--- src/rtl/mio_bus_slave.sv ---
// Memory/IO bus responder: serves one CPU access at a time and routes it to
// external sync RAM, GPIO (LED/SW) or an internal reload timer with interrupt.
module mio_bus_slave #(
  parameter int RAM_AW = 10
) (
  input  logic              clk,
  input  logic              rst,
  input  logic              CPU_MIO,
  input  logic              mem_w,
  input  logic [31:0]       Addr_in,
  input  logic [31:0]       Data_in,
  output logic [31:0]       Data_out,
  output logic              MIO_ready,
  output logic [RAM_AW-1:0] ram_addr,
  output logic [31:0]       ram_din,
  output logic              ram_we,
  input  logic [31:0]       ram_dout,
  input  logic [15:0]       sw_in,
  output logic [15:0]       led_out,
  output logic              INT
);

  localparam logic [31:0] A_LED  = 32'hE000_0000;
  localparam logic [31:0] A_SW   = 32'hE000_0004;
  localparam logic [31:0] A_TCNT = 32'hF000_0000;
  localparam logic [31:0] A_TCTL = 32'hF000_0004;
  localparam logic [31:0] A_TRLD = 32'hF000_0008;

  typedef enum logic [2:0] {IDLE, ACCESS, CAPTURE, DONE, HOLD} state_e;

  state_e      state_q, state_d;
  logic [31:0] addr_q, wdata_q;
  logic        we_q;
  logic [31:0] dout_q;
  logic        ready_q;
  logic [15:0] led_q;
  logic [31:0] tcnt_q, trld_q;
  logic        en_q, ie_q, pend_q, int_q;

  // decode works on the latched address only
  logic hit_ram, hit_led, hit_sw, hit_tcnt, hit_tctl, hit_trld;
  assign hit_ram  = (addr_q[31:RAM_AW+2] == '0);
  assign hit_led  = (addr_q == A_LED);
  assign hit_sw   = (addr_q == A_SW);
  assign hit_tcnt = (addr_q == A_TCNT);
  assign hit_tctl = (addr_q == A_TCTL);
  assign hit_trld = (addr_q == A_TRLD);

  logic in_access, reg_wr, reg_rd, wr_led, wr_tcnt, wr_tctl, wr_trld, tmr_zero;
  assign in_access = (state_q == ACCESS);
  assign reg_wr    = in_access &  we_q & ~hit_ram;
  assign reg_rd    = in_access & ~we_q & ~hit_ram;
  assign wr_led    = reg_wr & hit_led;
  assign wr_tcnt   = reg_wr & hit_tcnt;
  assign wr_tctl   = reg_wr & hit_tctl;
  assign wr_trld   = reg_wr & hit_trld;
  assign tmr_zero  = en_q & (tcnt_q == 32'd0);

  // RAM strobes come from registered state, so an async reset kills ram_we at once
  assign ram_we   = in_access & we_q & hit_ram;
  assign ram_addr = addr_q[RAM_AW+1:2];
  assign ram_din  = wdata_q;

  assign Data_out  = dout_q;
  assign MIO_ready = ready_q;
  assign led_out   = led_q;
  assign INT       = int_q;

  // register read mux; unmapped addresses read as zero
  logic [31:0] rdata;
  always_comb begin
    rdata = '0;
    if (hit_led)       rdata = {16'h0, led_q};
    else if (hit_sw)   rdata = {16'h0, sw_in};
    else if (hit_tcnt) rdata = tcnt_q;
    else if (hit_tctl) rdata = {29'h0, pend_q, ie_q, en_q};
    else if (hit_trld) rdata = trld_q;
  end

  // FSM state register
  always_ff @(posedge clk or negedge rst) begin
    if (!rst) state_q <= IDLE;
    else      state_q <= state_d;
  end

  // FSM next state; HOLD absorbs a request that stays high after completion
  always_comb begin
    state_d = state_q;
    unique case (state_q)
      IDLE:    if (CPU_MIO) state_d = ACCESS;
      ACCESS:  state_d = (hit_ram & ~we_q) ? CAPTURE : DONE;
      CAPTURE: state_d = DONE;
      DONE:    state_d = CPU_MIO ? HOLD : IDLE;
      HOLD:    if (!CPU_MIO) state_d = IDLE;
      default: state_d = IDLE;
    endcase
  end

  // request latch, taken once per access in IDLE
  always_ff @(posedge clk or negedge rst) begin
    if (!rst) begin
      addr_q  <= '0;
      wdata_q <= '0;
      we_q    <= 1'b0;
    end else if (state_q == IDLE && CPU_MIO) begin
      addr_q  <= Addr_in;
      wdata_q <= Data_in;
      we_q    <= mem_w;
    end
  end

  // read data and ready pulse; writes never touch Data_out
  always_ff @(posedge clk or negedge rst) begin
    if (!rst) begin
      dout_q  <= '0;
      ready_q <= 1'b0;
    end else begin
      ready_q <= (state_d == DONE);
      if (reg_rd)                  dout_q <= rdata;
      else if (state_q == CAPTURE) dout_q <= ram_dout;
    end
  end

  // LED register
  always_ff @(posedge clk or negedge rst) begin
    if (!rst)        led_q <= '0;
    else if (wr_led) led_q <= wdata_q[15:0];
  end

  // reload timer: CPU write beats count/reload, set beats W1C, reload uses old TRLD
  always_ff @(posedge clk or negedge rst) begin
    if (!rst) begin
      tcnt_q <= '0;
      trld_q <= '0;
      en_q   <= 1'b0;
      ie_q   <= 1'b0;
      pend_q <= 1'b0;
      int_q  <= 1'b0;
    end else begin
      if (wr_tcnt)   tcnt_q <= wdata_q;
      else if (en_q) tcnt_q <= (tcnt_q != 32'd0) ? tcnt_q - 32'd1 : trld_q;
      if (wr_trld) trld_q <= wdata_q;
      if (wr_tctl) begin
        en_q <= wdata_q[0];
        ie_q <= wdata_q[1];
      end
      if (tmr_zero)                  pend_q <= 1'b1;
      else if (wr_tctl & wdata_q[2]) pend_q <= 1'b0;
      int_q <= pend_q & ie_q;
    end
  end

endmodule

--- config.mk ---
export PLATFORM = sky130hd
export DESIGN_NAME = mio_bus_slave
export DESIGN_NICKNAME = d
export VERILOG_FILES = /design/src/rtl/mio_bus_slave.sv
export SDC_FILE = /design/constraint.sdc
export NUM_CORES = 1
export LEC_CHECK = 0
export BUFFER_PORTS_ARGS = -buffer_cell sky130_fd_sc_hd__buf_2
export CORE_AREA = 2 2 133 135
export CTS_CLUSTER_DIAMETER = 60
export DETAILED_ROUTE_END_ITERATION = 10
export DIE_AREA = 0 0 135 137
export PLACE_DENSITY_LB_ADDON = 0.08
export SKIP_CTS_REPAIR_TIMING = 1
export SYNTH_ARGS = -nofsm -noshare
export SYNTH_HDL_FRONTEND = slang
export SYNTH_SLANG_ARGS = --single-unit
--- constraint.sdc ---
create_clock -name clk -period 3.6 [get_ports clk]
set_input_delay 0.54 -clock clk [delete_from_list [all_inputs] [get_ports clk]]
set_output_delay 0.54 -clock clk [all_outputs]
set_load 0.02 [all_outputs]
# After elaboration in Yosys (flattened, before gate mapping)
# Cells that the tools add are included.
# W data, S select, Z words.
# word_totals
regBits	185
output_inout_bits	93
# op_classes
add_sub_neg	1
bitwise	15
n_mux	17
n_reduce_logical	8
eq_ne	10
# ops
operator	n
$mux W32	10
$eq A32 B32 Y1 const B	5
$logic_not A32 Y1	1
$reduce_bool A32 Y1	1
$sub A32 B1 Y32 const B	1
$logic_not A20 Y1	1
$pmux W3 S5	1
$and A1 B1 Y1	13
$eq A3 B2 Y1 const B	3
$mux W3	3
$reduce_bool A2 Y1	3
$eq A3 B1 Y1 const B	1
$eq A3 B3 Y1 const B	1
$logic_not A3 Y1	1
$mux W1	3
$not A1 Y1	2
$logic_and A1 B1 Y1	1

# Depth between registers and ports, before layout
# Gate-level depths: netlist of the first run.
# logic_depth
depth_word	7
mapped_depth	10
mapped_depth_nobuf	8

# Least setup slack after synthesis of the first run
# OpenSTA, ideal clock, no wires.
# synth_timing
path_type	register to register
from	register tcnt_q[0]
to	register tcnt_q[28]
required_time_ps	3527
path_slack_ps	974
setup_ps	73
synth_period_minus_slack_ps	2626
path_stages_with_launch	9
t_arrival_ps	2553
path_buffers	0
path_cell_list	dfrtp_1 > inv_1 > ha_1 > nor3b_1 > nand3_1 > or3_4 > or4_1 > o211a_1 > a21oi_2
# synth_via
elab_chain_cells	4
# synth_rtl
element	line	text
start: declaration	37	logic [31:0] tcnt_q, trld_q;
start signal: assignment	140	if (wr_tcnt) tcnt_q <= wdata_q;
start signal: assignment	141	else if (en_q) tcnt_q <= (tcnt_q != 32'd0) ? tcnt_q - 32'd1 : trld_q;
$sub A32 B1 Y32 or $reduce_bool A32 Y1 (tied branches)	141	
$mux W32 * (2 in series)	141	
$mux W32 *	140	
# Every way passes the cells marked *; elsewhere a longest branch is shown, timed or not. The select of a mux whose other input is x is not followed.
# A chain may end at the register's enable or synchronous reset.

# Worst setup path in the final report of the first run
# layout_timing
from	register tcnt_q[20]
to	register tcnt_q[1]
# layout_via
elab_chain_cells	4
# layout_rtl
element	line
$reduce_bool A32 Y1	141
$mux W32 (2 in series)	141
$mux W32	140
# No other way between the ends. The select of a mux whose other input is x is not followed.

==> qor.txt, run 1 <==
Initial core utilization - 54.3%
Fin. max-slew vios - 0
Fraction of registers with async set/reset - 100%
Max cap viols - 0
CTS clock-pin slew for the worst setup and hold paths - 0.07 ns
Final net count - 1172
WP buf/inv - 1
ANT nets after route - 0
Slowest-stage cell, CP - or4_1
Num ports - 209
Yosys warnings - 0
Synth Area in Simple Gates - 12.2%
Worst flop-to-flop path startpoint - tcnt_q[20]
Clk sinks - 185
Clock power frac - 26.0%
Crit path max fanout - 8
Pre-antenna DRT Iters - 5
Final hold violation count - 0
Critical path depth - 7
Critical path origin - tcnt_q[20]
Peak VDD IR - 0.585 mV
Worst Clk Skew - 0.00922 ns
Dpl hpwl - 17.4 mm
Root buffer cell - clkbuf_16
Clk Latency, worst-skew pair - 0.43 ns
Worst reg2reg path endpoint - tcnt_q[1]
Setup CP Type - reg -> reg
Lkg Pwr - 5.35 nW
TritonCTS clock tree - yes
Status - finished, final reports clean
Clock buffer depth - 2
Worst slew margin - 34.5%
DR DRC count - 0
Total wire length - 25.3 mm
Switch Pwr - 0.00294 W
CTS HTree Levels - 4
Synthesized instance count - 866
First-pass GRT wire length - 40.2 mm
Power Dens Cells - 720 nW/µm²
CP Cell Sequence - or4_1, or4_1, nor3_2, buf_4, nor2_1, a211oi_1, o21ai_1
Sw Ratio - 36.4%
Reg2reg setup slack - 0.57 ns
Seq pwr share - 39.5%
CP max stage delay - 0.70 ns
Total gr overflow - 0
Worst Path Arrival - 3.34 ns
Num CTS Buffers - 17
Crit end category - register
F_max - 0.330 GHz
Vias in the first global route - 7604
Post-synth top flop - dfrtp_1
CP endpoint - tcnt_q[1]
Register area share after synthesis - 49.9%
Final setup violation count - 0
Gpl congestion - 0.886
Fraction of layout cells with a size suffix above 1 - 38.2%
Post-synthesis mux area share - 15.8%
Internal power - 0.00514 W
Die Y-Extent - 137 µm
Synth cell types - 57
CP startpoint kind - register
# diodes - 0
Minimum clock period - 3.03 ns
Comb pwr share - 34.6%
RSZ-0062 raised after global routing - false
Final setup TNS - 0 ns
R2R depth - 7
Worst Max-Slew Pin Slew - 0.979 ns
Synth Area in Adders - 0.270%
Global-route usage over all layers - 28.0%
Hold Path Class - in -> async
Cell family with most CP delay - simple AND/OR/NAND/NOR gates
Cell Rows - 48
Number of flops mapped to enable cells by yosys - 0
Largest net degree at the start of global routing - 91
Initial antenna violation count - 0
Routed len/inst - 19.6 µm
Core Region - 17100 µm²
Mean Syn Cell Area - 10.7 µm²
End-of-flow core utilization - 65.8%
DR vias/cell - 5.97
Tot Pwr - 0.00808 W
Layout area overhead - 21.1%
Yosys reg bits - 185
DIE WIDTH - 135 µm
Worst hold slack - 0.167 ns
Die ar. - 18500 µm²
PortBufs - 208
Fin crit share - 84.2%
XOR/XNOR Fraction of Synth Area - 0.283%
Worst Path Required - 3.91 ns
Critical path's most frequent cell - or4_1
Main combinational cell family by area after synthesis - compound AO/OA/AOI/OAI gates
Synth Area in Compound Gates - 17.8%
Mapped Nets - 984
Vias - 7719
Initial DRC Count - 642
Post-Syn Area - 9270 µm²
[metal layers]
layer	GRT usage, %	wire, µm	vias up
li1	-	-	3594
met1	37.6	10700	3850
met2	47.3	12700	261
met3	5.00	1640	14
met4	7.29	182	0
met5	0	0	-
[placed cells by master (no fill, tap or decap), drive strengths merged, types with 4 or more instances in the layout]
master	synthesis	layout
dfrtp	185	185
o21a	22	22
and2	5	5
mux2	122	122
inv	11	14
or2	5	5
nand2	45	45
nand4	10	10
bufinv	0	5
nor3	14	14
a22oi	37	37
a21oi	46	46
nor2	59	59
mux2i	9	9
nor4	19	19
a21o	13	13
and3	8	8
o22a	14	14
o31ai	8	8
o31a	5	5
o41ai	4	4
or3	7	7
o21ai	60	60
a211oi	17	17
and4	4	4
or4	10	10
buf	17	236
nand3	18	18
clkbuf	51	20
o22ai	4	4
nand2b	5	5
[how the worst min path moves through the flow]
stage / from / endpoint / slack [ns]
after floorplan: rst / Data_out[0] / 0.24
after global placement: Data_out[24] / Data_out[24] / 0.47
after detailed placement: Data_out[28] / Data_out[28] / 0.47
after CTS: rst / Data_out[23] / 0.20
after global routing: rst / Data_out[23] / 0.23
final: rst / Data_out[23] / 0.17
[Yosys cell counts, types with 6 or more instances]
library cell / n / area [µm²]
o21ai_0: 59 / 295
nand4_1: 10 / 62.6
or4_1: 10 / 75.1
o21a_1: 22 / 165
clkbuf_1: 51 / 191
mux2i_1: 9 / 90.1
a21oi_1: 45 / 225
and3_1: 8 / 50.1
inv_1: 11 / 41.3
nor2_1: 59 / 221
a22oi_1: 37 / 278
nand2_1: 45 / 169
or3_1: 6 / 37.5
a21o_1: 13 / 97.6
nor3_1: 11 / 55.1
buf_4: 10 / 75.1
dfrtp_1: 185 / 4630
o22a_1: 14 / 123
o31ai_1: 8 / 60.1
nand3_1: 18 / 90.1
nor4_1: 17 / 106
mux2_2: 122 / 1370
a211oi_1: 17 / 128
[flip-flops by register name, indices dropped and copies added (netlist names), 3 cells and up]
| signal | cells |
|---|---|
| ram_din | 32 |
| led_out | 16 |
| addr_q | 32 |
| tcnt_q | 32 |
| trld_q | 32 |
| Data_out | 32 |
| state_q | 3 |
[cells by family after synthesis]
kind of cell               Yosys count
AOI/OAI and AO/OA                  249
xor gates and xnor gates             3
adders and majority gates            2
buffers and inverters               79
DFF                                185
muxes                              131
and+or+nand+nor                    217
[layout make-up]
class / count / area [µm²]
clock buffers: 19 / 453
clock inverters: 13 / 213
fillers: 1437 / 5840
inverters: 11 / 41.3
multi-input cells: 602 / 4310
flip-flops and latches: 185 / 4630
well taps: 225 / 282
repair buffers: 237 / 1290
[worst reg2reg max path: stages, from the launching register on]
cell and delay (ns):
dfrtp_1 0.44, or4_1 0.58, or4_1 0.70, nor3_2 0.60, buf_4 0.27, nor2_1 0.05
a211oi_1 0.19, o21ai_1 0.10
[power by group through the flow]
| stage | Sequential [W] | Combinational, W | Clock (W) |
|---|---|---|---|
| floorplan | 0.00353 | 0.00156 | 0 |
| global placement | 0.00320 | 0.00276 | 0 |
| detailed placement | 0.00323 | 0.00282 | 0 |
| CTS | 0.00319 | 0.00283 | 0.00213 |
| global route | 0.00328 | 0.00304 | 0.00221 |
| finish | 0.00319 | 0.00279 | 0.00210 |
[metrics by stage]
stage               setup WS (ns)  cells  area, µm²
floorplan                   0.974    866       9270
global placement            0.631   1260      10600
detailed placement          0.607   1260      10600
CTS                         0.580   1292      11200
global route                0.383   1292      11200
finish                      0.569   1292      11200
No activity file was read; power rests on OpenSTA's default activity.
==> run 2, diff against run 1 <==
--- a/config.mk
+++ b/config.mk
@@ -5,11 +5,12 @@
 export SDC_FILE = /design/constraint.sdc
 export NUM_CORES = 1
 export LEC_CHECK = 0
+export ABC_AREA = 1
 export BUFFER_PORTS_ARGS = -buffer_cell sky130_fd_sc_hd__buf_2
-export CORE_AREA = 2 2 133 135
+export CORE_AREA = 2 2 144 146
 export CTS_CLUSTER_DIAMETER = 60
 export DETAILED_ROUTE_END_ITERATION = 10
-export DIE_AREA = 0 0 135 137
+export DIE_AREA = 0 0 146 148
 export PLACE_DENSITY_LB_ADDON = 0.08
 export SKIP_CTS_REPAIR_TIMING = 1
 export SYNTH_ARGS = -nofsm -noshare
==> constraint.sdc (replaced) <==
create_clock -name clk -period 2.7 [get_ports clk]
set_input_delay 0.405 -clock clk [delete_from_list [all_inputs] [get_ports clk]]
set_output_delay 0.405 -clock clk [all_outputs]
set_load 0.02 [all_outputs]
==> run 2 against run 1 <==
  * Via count rose by 19%
  * Clock skew is 0.0041 ns higher
  * Total power rose by 24%
  * Hold slack better by 0.030 ns
  * Register-to-register slack worse by 0.19 ns
  * Maximum frequency increased by 30%
  * Utilization shrank 7.2 points
  * Cell count up 35%
==> qor.txt, run 2 <==
Lkg Pwr - 5.99 nW
Setup CP Type - reg -> reg
Global-route usage over all layers - 26.6%
Clock buffer depth - 2
TritonCTS clock tree - yes
PortBufs - 208
Area occupied by multi-input gates - 4420 µm²
DR vias/cell - 5.29
CP startpoint kind - register
DIE WIDTH - 146 µm
Worst hold slack - 0.196 ns
Area fraction of the dominant cell type after synthesis - 47.0%
Comb pwr share - 34.1%
Layout fillers - 1959
RSZ-0062 raised after global routing - false
Number of flops mapped to enable cells by yosys - 0
Layout area overhead - 19.1%
Cell Rows - 52
Hold Path Class - in -> reg
Vias in the first global route - 8687
Worst Path Required - 3.02 ns
Die ar. - 21600 µm²
Die Y-Extent - 148 µm
Num ports - 209
Status - finished, final reports clean
Main combinational cell family by area after synthesis - simple AND/OR/NAND/NOR gates
Sw Ratio - 38.8%
Vias - 9204
Seq pwr share - 39.7%
Worst Path Arrival - 2.64 ns
Fin crit share - 86.1%
Largest net degree at the start of global routing - 66
Yosys reg bits - 185
Final setup violation count - 0
Core Region - 20000 µm²
Final hold violation count - 0
Crit end category - register
Pre-antenna DRT Iters - 6
Initial antenna violation count - 0
Crit path max fanout - 18
Commonest non-fill, non-tap cell in the layout - nand2_1
XOR/XNOR Fraction of Synth Area - 0.889%
Clk sinks - 185
Post-synthesis mux area share - 3.20%
F_max - 0.430 GHz
Fraction of layout cells with a size suffix above 1 - 22.8%
Synth area leader - dfrtp_1
Switch Pwr - 0.00391 W
Synth cell types - 41
Gpl congestion - 0.937
Internal power - 0.00615 W
DR DRC count - 0
Total gr overflow - 0
Yosys warnings - 0
Post-Syn Area - 9850 µm²
Total wire length - 28.4 mm
Worst flop-to-flop path startpoint - addr_q[25]
Post-synth top flop - dfrtp_1
Critical path origin - addr_q[25]
Worst Clk Skew - 0.0133 ns
Minimum clock period - 2.33 ns
Initial core utilization - 49.2%
Clk Latency, worst-skew pair - 0.44 ns
Cell Count, Final, Fillers Out - 1740
First-pass GRT wire length - 45.7 mm
Worst slew margin - 39.1%
Synth Area in Adders - 0.254%
ANT nets after route - 0
CTS HTree Levels - 4
Initial DRC Count - 739
Hold_sp - Addr_in[18]
Largest cells by area after synthesis - dfrtp_1 (47%), nand2_1 (12%), nor2_1 (7.2%), o21ai_0 (6.5%), inv_1 (4.1%)
Synth Area in Compound Gates - 13.3%
Root buffer cell - clkbuf_16
Dpl cells - 1707
Dpl hpwl - 20.8 mm
Peak VDD IR - 0.513 mV
Fraction of registers with async set/reset - 100%
Max cap viols - 0
Power Dens Cells - 857 nW/µm²
Most instantiated library cell after synthesis - nand2_1
Routed len/inst - 16.3 µm
Commonest non-fill, non-tap cells in the layout - nand2_1 (308), buf_2 (207), nor2_1 (188), dfrtp_1 (185), o21ai_0 (127)
Final net count - 1575
# diodes - 0
CTS clock-pin slew for the worst setup and hold paths - 0.08 ns
Fin. max-slew vios - 0
Register Area - 4630 µm²
Synthesized instance count - 1271
Num CTS Buffers - 17
Register area share after synthesis - 47.0%
Synth Area in Simple Gates - 27.2%
Mean Syn Cell Area - 7.75 µm²
Worst Max-Slew Pin Slew - 0.913 ns
Final setup TNS - 0 ns
Clock power frac - 26.2%
Top post-synthesis cells by count - nand2_1 (308), nor2_1 (188), dfrtp_1 (185), o21ai_0 (127), inv_1 (107)
Mapped Nets - 1389
-- run 2: cell count changes after synthesis, sizes merged, moves of 55 or more --
| cell | change |
|---|---|
| nand2 | +266 |
| nand3 | +55 |
| o21ai | +71 |
| inv | +104 |
| mux2 | -94 |
| nor2 | +144 |
-- run 2: path summary, 6_finish.rpt --
kind	end	slack [ns]	depth (start not counted)
worst max-delay path	Data_out[1]	0.37	10
worst min-delay path	addr_q[18]	0.20	2
worst max register to register	Data_out[1]	0.37	10
worst min register to register	Data_out[0]	0.49	2
max in group asynchronous	tcnt_q[0]	1.38	3
min in group asynchronous	Data_out[6]	0.52	2
-- run 2: cells by family (layout without fill, tap and decap cells) --
kind of cell	Yosys count	after routing
compound gates	235	235
xor+xnor	10	10
fa+ha+maj	2	2
buf+inv	183	382
flops	185	185
mux	28	28
simple gates	628	628
-- run 2: power groups by stage --
stage / Clock, W / Sequential, W / Combinational, W
after floorplan: 0 / 0.00456 / 0.00181
after CTS: 0.00266 / 0.00400 / 0.00345
after detailed placement: 0 / 0.00405 / 0.00345
after global routing: 0.00279 / 0.00410 / 0.00380
after global placement: 0 / 0.00402 / 0.00341
final: 0.00263 / 0.00400 / 0.00343
-- run 2: critical path: stages (launching register included) --
cell	delay, ns
dfrtp_1	0.38
nor2_1	0.12
nand2_1	0.12
nor2_2	0.20
nand3_1	0.16
nor2_2	0.49
inv_2	0.29
nand2_4	0.25
nand2_1	0.07
nand2_1	0.07
a21oi_1	0.06
-- run 2: stage by stage --
| stage | utilization (%) | cell area (µm²) | power, W | setup slack, ns |
|---|---|---|---|---|
| after floorplan | - | 9850 | 0.00638 | 0.917 |
| after global placement | 55.4 | 11100 | 0.00743 | 0.474 |
| after detailed placement | 55.4 | 11100 | 0.00750 | 0.400 |
| after CTS | 58.5 | 11700 | 0.0101 | 0.386 |
| after global routing | 58.6 | 11700 | 0.0107 | 0.0948 |
| final | 58.6 | 11700 | 0.0101 | 0.375 |
-- run 2: layout make-up --
class                   count  share of cell area [%]
flip-flops and latches    185                    39.4
well taps                 270                    2.88
inverters                 116                    3.71
clock inverters            14                    1.54
repair buffers            234                    11.1
clock buffers              18                    3.74
multi-input cells         903                    37.6
-- run 2: metal layers --
layer	wire length [µm]	vias to the layer above	part of all wire (%)	global-route usage, %
met5	0	-	0	0
met4	410	0	1.4	7.52
met3	1980	27	7.0	3.46
met2	12400	359	44	40.7
met1	13700	4330	48	40.0
li1	-	4488	-	-
